[src/rtl/hq_pkg.sv]
`default_nettype none
// +----------------------------------------------------------------------+
// | hq_pkg                                                               |
// | Shared widths, FSM encoding and row-extraction helper for HqB2.      |
// | Revision: 1.0                                                        |
// +----------------------------------------------------------------------+
package hq_pkg;

   localparam int HQ_DW   = 16;
   localparam int HQ_ROWS = 4;
   localparam int HQ_COLS = 2;

   typedef enum logic [0:0] {
      S_IDLE   = 1'b0,
      S_STREAM = 1'b1
   } hq_state_t;

   // Row 0 occupies the most significant element of a packed column word.
   function automatic logic [HQ_DW-1:0] hq_row(input logic [HQ_ROWS*HQ_DW-1:0] word,
                                               input logic [1:0]               k);
      return word[HQ_DW*(HQ_ROWS-1-int'(k)) +: HQ_DW];
   endfunction

endpackage : hq_pkg
`default_nettype wire

[src/rtl/hq_col_buffer.sv]
`default_nettype none
// +----------------------------------------------------------------------+
// | hq_col_buffer                                                        |
// | Capture-enabled 4x64-bit column bank with (col,row) element select.  |
// | Revision: 1.0                                                        |
// +----------------------------------------------------------------------+
module hq_col_buffer
   import hq_pkg::*;
#(
   parameter int DW   = HQ_DW,
   parameter int ROWS = HQ_ROWS
) (
   input  logic               clk,
   input  logic               rst,
   input  logic               cap,
   input  logic [ROWS*DW-1:0] col0_r,
   input  logic [ROWS*DW-1:0] col0_i,
   input  logic [ROWS*DW-1:0] col1_r,
   input  logic [ROWS*DW-1:0] col1_i,
   input  logic               sel_col,
   input  logic [1:0]         sel_row,
   output logic [DW-1:0]      out_r,
   output logic [DW-1:0]      out_i
);

   logic [ROWS*DW-1:0] r_c0r, r_c0i, r_c1r, r_c1i;
   logic [ROWS*DW-1:0] w_word_r, w_word_i;

   always_ff @(posedge clk) begin
      if (!rst) begin
         r_c0r <= '0;
         r_c0i <= '0;
         r_c1r <= '0;
         r_c1i <= '0;
      end else if (cap) begin
         r_c0r <= col0_r;
         r_c0i <= col0_i;
         r_c1r <= col1_r;
         r_c1i <= col1_i;
      end
   end

   always_comb begin
      w_word_r = sel_col ? r_c1r : r_c0r;
      w_word_i = sel_col ? r_c1i : r_c0i;
      out_r    = hq_row(w_word_r, sel_row);
      out_i    = hq_row(w_word_i, sel_row);
   end

endmodule : hq_col_buffer
`default_nettype wire

[src/rtl/hq_col_reader.sv]
`default_nettype none
// +----------------------------------------------------------------------+
// | hq_col_reader                                                        |
// | Captures a 2-column complex frame on col_ready rise and streams it.  |
// | Revision: 1.0                                                        |
// +----------------------------------------------------------------------+
module hq_col_reader
   import hq_pkg::*;
#(
   parameter int DW   = HQ_DW,
   parameter int ROWS = HQ_ROWS,
   parameter int COLS = HQ_COLS
) (
   input  logic               clk,
   input  logic               rst,
   input  logic [ROWS*DW-1:0] col0_r,
   input  logic [ROWS*DW-1:0] col0_i,
   input  logic [ROWS*DW-1:0] col1_r,
   input  logic [ROWS*DW-1:0] col1_i,
   input  logic               col_ready,
   output logic [DW-1:0]      smp_r,
   output logic [DW-1:0]      smp_i,
   output logic               smp_col,
   output logic [1:0]         smp_row,
   output logic               smp_valid,
   input  logic               smp_ready,
   output logic               frame_done,
   output logic               busy,
   output logic               overrun
);

   localparam int              c_IW   = $clog2(ROWS*COLS);
   localparam logic [c_IW-1:0] c_LAST = c_IW'(ROWS*COLS-1);
   localparam logic [c_IW-1:0] c_ONE  = c_IW'(1);

   hq_state_t       r_state, w_state_nxt;
   logic [c_IW-1:0] r_idx, w_idx_nxt;
   logic            r_rdy_q;
   logic            w_rise, w_capture, w_last, w_ovr;
   logic [DW-1:0]   w_buf_r, w_buf_i, w_nxt_r, w_nxt_i;

   assign w_rise = col_ready & ~r_rdy_q;

   always_comb begin
      w_state_nxt = r_state;
      w_idx_nxt   = r_idx;
      w_capture   = 1'b0;
      w_last      = 1'b0;
      w_ovr       = 1'b0;
      case (r_state)
         S_IDLE: begin
            if (w_rise) begin
               w_capture   = 1'b1;
               w_idx_nxt   = '0;
               w_state_nxt = S_STREAM;
            end
         end
         S_STREAM: begin
            if (smp_ready) begin
               w_idx_nxt = r_idx + c_ONE;
               if (r_idx == c_LAST) begin
                  w_last = 1'b1;
                  // A rise on the final handshake chains straight into the next frame.
                  if (w_rise) begin
                     w_capture = 1'b1;
                     w_idx_nxt = '0;
                  end else begin
                     w_state_nxt = S_IDLE;
                  end
               end
            end
            w_ovr = w_rise & ~w_last;
         end
         default: w_state_nxt = S_IDLE;
      endcase
   end

   hq_col_buffer #(
      .DW   (DW),
      .ROWS (ROWS)
   ) u_buf (
      .clk     (clk),
      .rst     (rst),
      .cap     (w_capture),
      .col0_r  (col0_r),
      .col0_i  (col0_i),
      .col1_r  (col1_r),
      .col1_i  (col1_i),
      .sel_col (w_idx_nxt[c_IW-1]),
      .sel_row (w_idx_nxt[1:0]),
      .out_r   (w_buf_r),
      .out_i   (w_buf_i)
   );

   // Element 0 of a freshly captured frame bypasses the bank, which loads on the same edge.
   assign w_nxt_r = w_capture ? hq_row(col0_r, 2'd0) : w_buf_r;
   assign w_nxt_i = w_capture ? hq_row(col0_i, 2'd0) : w_buf_i;

   always_ff @(posedge clk) begin
      if (!rst) begin
         r_state    <= S_IDLE;
         r_idx      <= '0;
         r_rdy_q    <= 1'b0;
         smp_r      <= '0;
         smp_i      <= '0;
         smp_col    <= 1'b0;
         smp_row    <= 2'd0;
         smp_valid  <= 1'b0;
         busy       <= 1'b0;
         frame_done <= 1'b0;
         overrun    <= 1'b0;
      end else begin
         r_state    <= w_state_nxt;
         r_idx      <= w_idx_nxt;
         r_rdy_q    <= col_ready;
         smp_r      <= w_nxt_r;
         smp_i      <= w_nxt_i;
         smp_col    <= w_idx_nxt[c_IW-1];
         smp_row    <= w_idx_nxt[1:0];
         smp_valid  <= (w_state_nxt == S_STREAM);
         busy       <= (w_state_nxt == S_STREAM);
         frame_done <= w_last;
         overrun    <= overrun | w_ovr;
      end
   end

endmodule : hq_col_reader
`default_nettype wire

[config.mk]
export PLATFORM = sky130hd
export DESIGN_NAME = hq_col_reader
export DESIGN_NICKNAME = d
export VERILOG_FILES = /design/src/rtl/hq_pkg.sv /design/src/rtl/hq_col_buffer.sv /design/src/rtl/hq_col_reader.sv
export SDC_FILE = /design/constraint.sdc
export NUM_CORES = 1
export LEC_CHECK = 0
export CORE_MARGIN = 2
export CORE_UTILIZATION = 36
export DETAILED_ROUTE_END_ITERATION = 10
export PLACE_DENSITY = 0.61
export SKIP_CTS_REPAIR_TIMING = 1
export SYNTH_ARGS = -nofsm -noshare
export SYNTH_HDL_FRONTEND = slang
export SYNTH_SLANG_ARGS = --single-unit
[constraint.sdc]
create_clock -name clk -period 2.3 [get_ports clk]
set_clock_uncertainty 0.15 [all_clocks]
set_input_delay 0.345 -clock clk [delete_from_list [all_inputs] [get_ports clk]]
set_output_delay 0.345 -clock clk [all_outputs]
set_load 0.01 [all_outputs]
# ---- Word level (Yosys, flattened, before mapping)
# Cells that the tools add are included.
dict set report classes {
  order_cmp 0
  n_addsub 2
  n_mul 0
  mux 20
  bitwise 6
  div 0
  n_eq_ne 1
  n_reduce_logical 1
  shifts 2
}
# op count
set op_table {}
lappend op_table {{64-bit two-way mux} 2}
lappend op_table {{64-bit by 32-bit indexed part select with 16-bit output} 2}
lappend op_table {{16-bit two-way mux} 2}
lappend op_table {{3-bit two-way mux} 4}
lappend op_table {{1-bit two-way mux} 9}
lappend op_table {{3-bit case mux with 2 select lines} 1}
lappend op_table {{1-bit case mux with 2 select lines} 2}
lappend op_table {{3-bit by 1-bit adder with 3-bit output (second input constant)} 1}
lappend op_table {{3-bit equality test (second input constant)} 1}
lappend op_table {{1-bit NOT} 3}
lappend op_table {{2-bit by 2-bit subtractor with 3-bit output (first input constant)} 1}
lappend op_table {{1-bit bitwise AND} 2}
lappend op_table {{2-bit AND reduction} 1}
lappend op_table {{1-bit OR} 1}
dict set report word_totals {
  mem_bits_ro 0
  latchBits 0
  elab_cells 45
  register_bits 298
  memories 0
  out_inout_bits 39
  ram_bits 0
}

# ---- Logic depth before layout (Yosys ltp)
# Gate-level depths: netlist (run 1).
dict set report logic_depth {
  word_depth 9
  ltp_mapped 10
  depth_no_buf 8
}

# ---- Modules after synthesis
# From an unflattened synthesis (run 1), not the netlist that was laid out.
dict set report unflattened {
  hier_cells 1118
  hier_area_um2 13264.0
}
# module area_each_um2 instances cells_each
set by_module_without_submodules {}
lappend by_module_without_submodules {hq_col_buffer 11584.9 1 939}
lappend by_module_without_submodules {hq_col_reader 1679.1 1 179}

# ---- Least setup slack after synthesis (run 1)
# Ideal clock, no wire load.
dict set report synth_path {
  path_kind {flip-flop to flip-flop}
  startpoint {reg, netlist name smp_row[0]}
  endpoint {reg smp_r[4]}
  required_time_ps 2016
  path_buffers 2
  synth_period_minus_slack_ps 2448
  arrival_time_ps 2165
  stages_incl_launch_ff 10
  path_slack_ps -148
  setup_time_ps 134
  path_cell_list {dfxtp_1 -> ha_1 -> ha_1 -> a21boi_1 -> a221oi_4 -> buf_6 -> buf_2 -> mux2_1 -> o211ai_1 -> o211ai_1}
}
# item line_no
set synth_lines {}
lappend synth_lines {{to (signal assigned)} hq_col_reader.sv:116} ;# smp_r <= w_nxt_r;
lappend synth_lines {{to (decl)} hq_col_reader.sv:21} ;# output logic [DW-1:0] smp_r,

==> metrics.cfg, run 1 <==
[grt]
global_route.overflow_total = 0
antenna_found_initial = 4
vias_in_the_first_global_route = 11310
wire_length_of_the_first_global_routing_pass_um = 63990
pin_count_of_the_biggest_net_entering_global_routing = 147
globalRouteTotalUtil_pct = 21.61

[drt]
detail_route.wirelength_um = 45500
post-route-drc-count = 0
routed_wire_length_per_instance_um = 19.22
postRouteAntennaNets = 0
detailedRoute.firstIterationViolations = 616
drt_via_density = 5.002
total_via_count_after_detailed_routing = 11840
detailedRoute.firstPassIterationCount = 5

[timing]
post_route_fraction_of_the_period_consumed_by_the_critical_path_pct = 115.3
period_needed_ns = 2.653
final-max-slew-violation-count = 0
grt_setup_unrepaired = true
max-slew-margin-rel_pct = 52.05
post-route-worst-setup-slack_ns = -0.3526
finalHoldWorstSlack_ns = 0.002454
achievable-frequency_mhz = 377.0
max_slew.worst_pin.slew_ns = 0.7175
final-hold-violation-count = 0
finalSetupViolCount = 32

[setup_path]
kind_of_start_point_of_the_critical_path = flop
critPathKind = reg -> reg
cp_data_arrival_time_ns = 2.87
crit_fanout = 6
setup.worst_path.end_class = flop
timing.critical_path.slowest_stage_cell = mux2_1
critical_path_required_ns = 2.52
critPathMaxStageDelay_ns = 0.38
timing.critical_path.cells = ha_4, ha_4, a21boi_4, a221oi_4, buf_4, clkbuf_16, mux2_1, o211ai_1, o211ai_1

[floorplanning]
floorplan.die_area_um2 = 37590
standard_cell_row_count = 69
die_y_um = 193.9
io_pins = 299
floorplan.initialDensity_pct = 36.50
core_um2 = 35570
die-width_um = 193.9

[clock_network]
number_of_clock_buffers_inserted_by_tritoncts = 35
clk_transition_reported_paths_ns = 0.06
cts_root_buffer = clkbuf_16
sink_count_of_the_clock_tree = 295
insertion_delay_ns = 0.52
number_of_h_tree_branching_levels = 2
tritoncts_clock_tree = done
max-clock-path-buffers = 3

[synthesis]
mappedNetlistArea_um2 = 12980
postSynthCellCount = 1546
yosysSeqAreaShare_pct = 45.49
most_instantiated_flip_flop_cell_in_the_synthesis_netlist = dfxtp_1
asyncSetResetFlopFracSynth_pct = 0
synth_seq_cells = 295
post_synth_most_frequent_cells = 546 x nand2_1, 295 x dfxtp_1, 256 x a21boi_0
ys_warn_count = 0
synth_top_cell_by_area = dfxtp_1
post_synth_cell_types = 30
synthMostInstantiatedCell = nand2_1
synth.top_cell.area_share_pct = 45.49
mapped_avg_cell_area_um2 = 8.397
postSynthNetCount = 1808
top_cells_by_area_synth = dfxtp_1 45%, nand2_1 16%, a21boi_0 15%
synth_enable_flop_cells = 0

[power_and_ir_drop]
power.density_cell_area_nw_per_um2 = 699.4
static_leakage_nw = 7.647
power.total_mw = 13.23
max-vdd-ir-drop_mv = 0.4415

[cells_and_area]
layout-drive-gt1-share_pct = 14.07
fin_nets = 2143
synthToLayoutAreaGrowth_pct = 45.69
finalNonFillerCells = 2367

[min_path]
holdCritPathClass = in -> reg

[placement]
number_of_port_buffers = 298
dpl.cell_count = 2278
routabilityCongestion = 0.9154
dpl.hpwl_um = 31130

[outcome]
failing_checks = setup timing
outcome = finished with violations

[flow_run]
max-cap-violations = 0

## cells in the final DEF (no fill, tap or decap), types with 3 or more instances in the layout
| cell type | Yosys | final |
|---|---|---|
| buf_16 | 0 | 3 |
| nor2b_1 | 5 | 4 |
| clkbuf_16 | 0 | 44 |
| nor2_1 | 33 | 32 |
| clkdlybuf4s50_1 | 0 | 297 |
| buf_4 | 9 | 88 |
| mux2i_1 | 67 | 64 |
| a21boi_0 | 256 | 256 |
| buf_8 | 0 | 3 |
| clkbuf_1 | 75 | 5 |
| clkbuf_8 | 0 | 9 |
| a21oi_1 | 35 | 26 |
| buf_12 | 0 | 21 |
| dfxtp_1 | 295 | 292 |
| buf_6 | 2 | 9 |
| mux2_1 | 32 | 9 |
| o211ai_1 | 64 | 64 |
| a21oi_2 | 0 | 7 |
| nand3_1 | 32 | 31 |
| mux2_2 | 30 | 25 |
| nand2_1 | 546 | 545 |
| mux2_4 | 0 | 28 |
| clkinv_2 | 0 | 5 |
| bufinv_16 | 0 | 4 |
## power by group
| group | leakage (nW) | total (mW) | internal (mW) | switching [mW] |
|---|---|---|---|---|
| clock network | 0.603 | 5.80 | 3.66 | 2.14 |
| logic | 4.63 | 1.84 | 0.978 | 0.861 |
| registers | 2.42 | 5.59 | 5.41 | 0.183 |
| total | 7.65 | 13.2 | 10.0 | 3.18 |
## path summary, 6_finish.rpt
check,from,endpoint,slack (ns),cells after the start
max,smp_row[0],smp_r[15],-0.35,9
min,rst,smp_row[0],0.002,3
max reg2reg,smp_row[0],smp_r[15],-0.35,9
min reg2reg,u_buf.r_c0i[6],u_buf.r_c0i[6],0.31,2
## registers in the layout (all words and copies together) (netlist names)
register,cells
overrun,1
u_buf.r_c0r,64
smp_col,1
frame_done,1
u_buf.r_c1i,64
r_idx,1
u_buf.r_c0i,64
smp_r,16
smp_row,1
u_buf.r_c1r,64
r_rdy_q,1
r_state,1
smp_i,16
## critical path, delay by kind of cell (launching register included)
kind | cells | cell delay [ns]
AO/OA/AOI/OAI | 4 | 0.89
multiplexers | 1 | 0.38
buffers and inverters | 2 | 0.37
adder cells (fa/ha/maj) | 2 | 0.36
flip-flops | 1 | 0.35
## final cells by class
| cell class | instances | area, um2 |
|---|---|---|
| repair buffers | 428 | 4458 |
| inverters | 1 | 3.754 |
| well taps | 461 | 576.8 |
| multi-input cells | 1120 | 6738 |
| clock inverters | 10 | 152.6 |
| clock buffers | 51 | 1069 |
| diodes | 1 | 2.502 |
| fillers | 3339 | 16660 |
| flip-flops and latches | 295 | 5912 |
## layer usage
metal,wire length (um),vias up,track usage [%]
met5,37,-,0
met4,1153,6,6.818
met3,2742,65,3.792
met2,20420,325,33.53
met1,21140,5581,30.52
li1,-,5863,-
## cell families after synthesis
logic type	after synthesis	share of synthesized area [%]
AO/OA/AOI/OAI	365	20.56
adder cells (fa/ha/maj)	2	0.1927
buffers and inverters	131	4.549
flip-flops	295	45.49
multiplexers	129	10.54
AND/OR/NAND/NOR	624	18.66
## metrics by stage
stage / worst slack [ns] / util (%) / setup TNS [ns] / instance area, um2
floorplan: 0.003885 / - / 0 / 13120
global placement: -0.7692 / 48.21 / -67.87 / 17150
detailed placement: -0.7669 / 48.21 / -72.78 / 17150
CTS: -0.3848 / 51.64 / -9.037 / 18370
global route: -0.4222 / 53.16 / -11.73 / 18910
finish: -0.3526 / 53.17 / -8.822 / 18910
(Power assumes the default switching activity.)
==> run 2: changes to the inputs <==
==> constraint.sdc (replaced) <==
create_clock -name clk -period 2.3 [get_ports clk]
set_clock_uncertainty 0.15 [all_clocks]
set_input_delay 0.69 -clock clk [delete_from_list [all_inputs] [get_ports clk]]
set_output_delay 0.69 -clock clk [all_outputs]
set_load 0.01 [all_outputs]
==> metrics.cfg, run 2 (synthesis results as in run 1) <==
[outcome]
outcome = finished with violations
failing_checks = setup timing

[setup_path]
critical_path_required_ns = 2.52  ; about the same
critPathMaxStageDelay_ns = 0.35  ; -0.03 ns
kind_of_start_point_of_the_critical_path = flop
rr_endpoint = smp_r[10]
slack_of_the_worst_reg_to_reg_path_ns = -0.40  ; -0.04 ns
worst_r2r_startpoint = smp_row[0]
worst_path_buffer_plus_inverter_count = 4  ; +2
r2r_cell_count = 11  ; +2
crit_fanout = 7  ; +1
critical_path.endpoint = smp_r[10]
setup.worst_path.end_class = flop
path_depth = 11  ; +2
cp_data_arrival_time_ns = 2.92  ; +0.05 ns
timing.critical_path.slowest_stage_cell = a221oi_4
critPathKind = reg -> reg
timing.critical_path.cells = ha_4, ha_4, a21boi_4, a221oi_4, buf_4, buf_8, buf_12, buf_4, mux2_1, o211ai_1, o211ai_1
timing.critical_path.from = smp_row[0]
critical-path-top-delay-family = compound AO/OA/AOI/OAI gates

[placement]
dpl.hpwl_um = 32360  ; +4.0%
routabilityCongestion = 0.8970  ; -2.0%
preCtsSetupSlack_ns = -1.148  ; -0.3812 ns
number_of_port_buffers = 298  ; unchanged
dpl.cell_count = 2274  ; -0.18%

[clock_network]
sink_count_of_the_clock_tree = 295  ; unchanged
max-clock-path-buffers = 3  ; unchanged
number_of_clock_buffers_inserted_by_tritoncts = 34  ; -2.9%
cts_root_buffer = clkbuf_16
number_of_h_tree_branching_levels = 2  ; unchanged
clk_transition_reported_paths_ns = 0.06  ; about the same
insertion_delay_ns = 0.50  ; -0.02 ns
tritoncts_clock_tree = done

[grt]
pin_count_of_the_biggest_net_entering_global_routing = 103  ; -30%
vias_in_the_first_global_route = 11570  ; +2.4%
antenna_found_initial = 2  ; -2
globalRouteTotalUtil_pct = 22.40  ; +0.79 points
global_route.overflow_total = 0  ; unchanged
wire_length_of_the_first_global_routing_pass_um = 66810  ; +4.4%

[floorplanning]
core_um2 = 35570  ; unchanged
floorplan.die_area_um2 = 37590  ; unchanged
standard_cell_row_count = 69  ; unchanged
floorplan.initialDensity_pct = 36.50  ; unchanged
die-width_um = 193.9  ; unchanged
die_y_um = 193.9  ; unchanged
io_pins = 299  ; unchanged

[timing]
final-hold-violation-count = 0  ; unchanged
post-route-worst-setup-slack_ns = -0.3967  ; -0.04407 ns
final-max-slew-violation-count = 0  ; unchanged
achievable-frequency_mhz = 370.8  ; -1.6%
grt_setup_unrepaired = true
max_slew.worst_pin.slew_ns = 0.5446  ; -0.1730 ns
post_route_fraction_of_the_period_consumed_by_the_critical_path_pct = 117.2  ; +1.9 points
finalSetupViolCount = 32  ; unchanged
max-slew-margin-rel_pct = 63.61  ; +12 points
period_needed_ns = 2.697  ; +0.04407 ns

[cells_and_area]
mostFrequentLayoutCell = nand2_1
fin_nets = 2140  ; -0.14%
layout-drive-gt1-share_pct = 13.72  ; -0.35 points
finalNonFillerCells = 2366  ; -0.042%
synthToLayoutAreaGrowth_pct = 45.08
layout.cells.most_common_list = 545 x nand2_1, 290 x dfxtp_1, 288 x clkdlybuf4s50_1

[drt]
detailedRoute.firstPassIterationCount = 5  ; unchanged
routed_wire_length_per_instance_um = 19.05  ; -0.90%
wirelength_met1_um = 21210  ; +0.33%
postRouteAntennaNets = 0  ; unchanged
met3_wirelength_um = 2476  ; -9.7%
drt_via_density = 5.001  ; about the same
total_via_count_after_detailed_routing = 11830  ; -0.059%
post-route-drc-count = 0  ; unchanged
dr.max_layer_used = met4
detailedRoute.firstIterationViolations = 665  ; +8.0%
detail_route.wirelength_um = 45070  ; -0.95%
routed-wl-met2_um = 20480  ; +0.29%

[power_and_ir_drop]
static_leakage_nw = 7.700  ; +0.70%
power.density_cell_area_nw_per_um2 = 697.2  ; -0.31%
max-vdd-ir-drop_mv = 0.5356  ; +21%
power.total_mw = 13.13  ; -0.72%

[min_path]
holdCritPathClass = reg -> reg

[flow_run]
max-cap-violations = 0  ; unchanged

-- run 2: final cells by class --
type	count	area (um2)
Clock buffer	50	1012
Inverter	1	3.754
Multi-Input combinational cell	1120	6714
Sequential cell	295	5912
Antenna cell	2	5.005
Clock inverter	11	186.4
Tap cell	461	576.8
Timing Repair Buffer	426	4423
Fill cell	3346	16740
-- run 2: report_power, final --
group	total [mW]	internal [mW]	switching [mW]
Combinational	1.79	0.949	0.839
Sequential	5.60	5.41	0.193
Clock	5.74	3.61	2.13
-- run 2: stage by stage --
| stage | cell area (um2) | hold slack [ns] | utilization (%) | setup TNS (ns) |
|---|---|---|---|---|
| finish | 18830 | 0.3093 | 52.95 | -10.10 |
| global route | 18830 | 0.3310 | 52.94 | -11.80 |
| CTS | 18220 | 0.3139 | 51.23 | -16.07 |
| detailed placement | 17030 | 0.3058 | 47.86 | -98.28 |
| global placement | 17030 | 0.2974 | 47.86 | -88.41 |
| floorplan | 13010 | 0.2893 | - | -5.104 |
-- run 2: metal layers --
metal | vias to the layer above | global-route usage (%)
met5 | - | 0
met4 | 0 | 5.135
met3 | 59 | 3.357
met2 | 346 | 35.33
met1 | 5576 | 32.27
li1 | 5852 | -
-- run 2: tightest hold or removal path: cells and delay by family (launching register included) --
| kind | cells | cell delay [ns] |
|---|---|---|
| AOI/OAI and AO/OA | 1 | 0.06 |
| DFF | 1 | 0.30 |
| and+or+nand+nor | 1 | 0.05 |
-- run 2: how the worst min path moves through the flow --
| stage | startpoint | endpoint | cells after the start |
|---|---|---|---|
| after floorplan | u_buf.r_c1i[0] | u_buf.r_c1i[0] | 2 |
| after global placement | u_buf.r_c1r[8] | u_buf.r_c1r[8] | 2 |
| after detailed placement | u_buf.r_c0r[60] | u_buf.r_c0r[60] | 2 |
| after CTS | u_buf.r_c0r[53] | u_buf.r_c0r[53] | 2 |
| after global routing | col_ready | r_rdy_q | 2 |
| final | u_buf.r_c0r[53] | u_buf.r_c0r[53] | 2 |
==> run 3: changes to the inputs <==
--- a/config.mk
+++ b/config.mk
@@ -7,6 +7,7 @@
 export LEC_CHECK = 0
 export CORE_MARGIN = 2
 export CORE_UTILIZATION = 36
+export CTS_CLUSTER_SIZE = 14
 export DETAILED_ROUTE_END_ITERATION = 10
 export PLACE_DENSITY = 0.61
 export SKIP_CTS_REPAIR_TIMING = 1
==> results of run 3 <==
The final DEF is identical to that of run 2; final timing and power are the same.
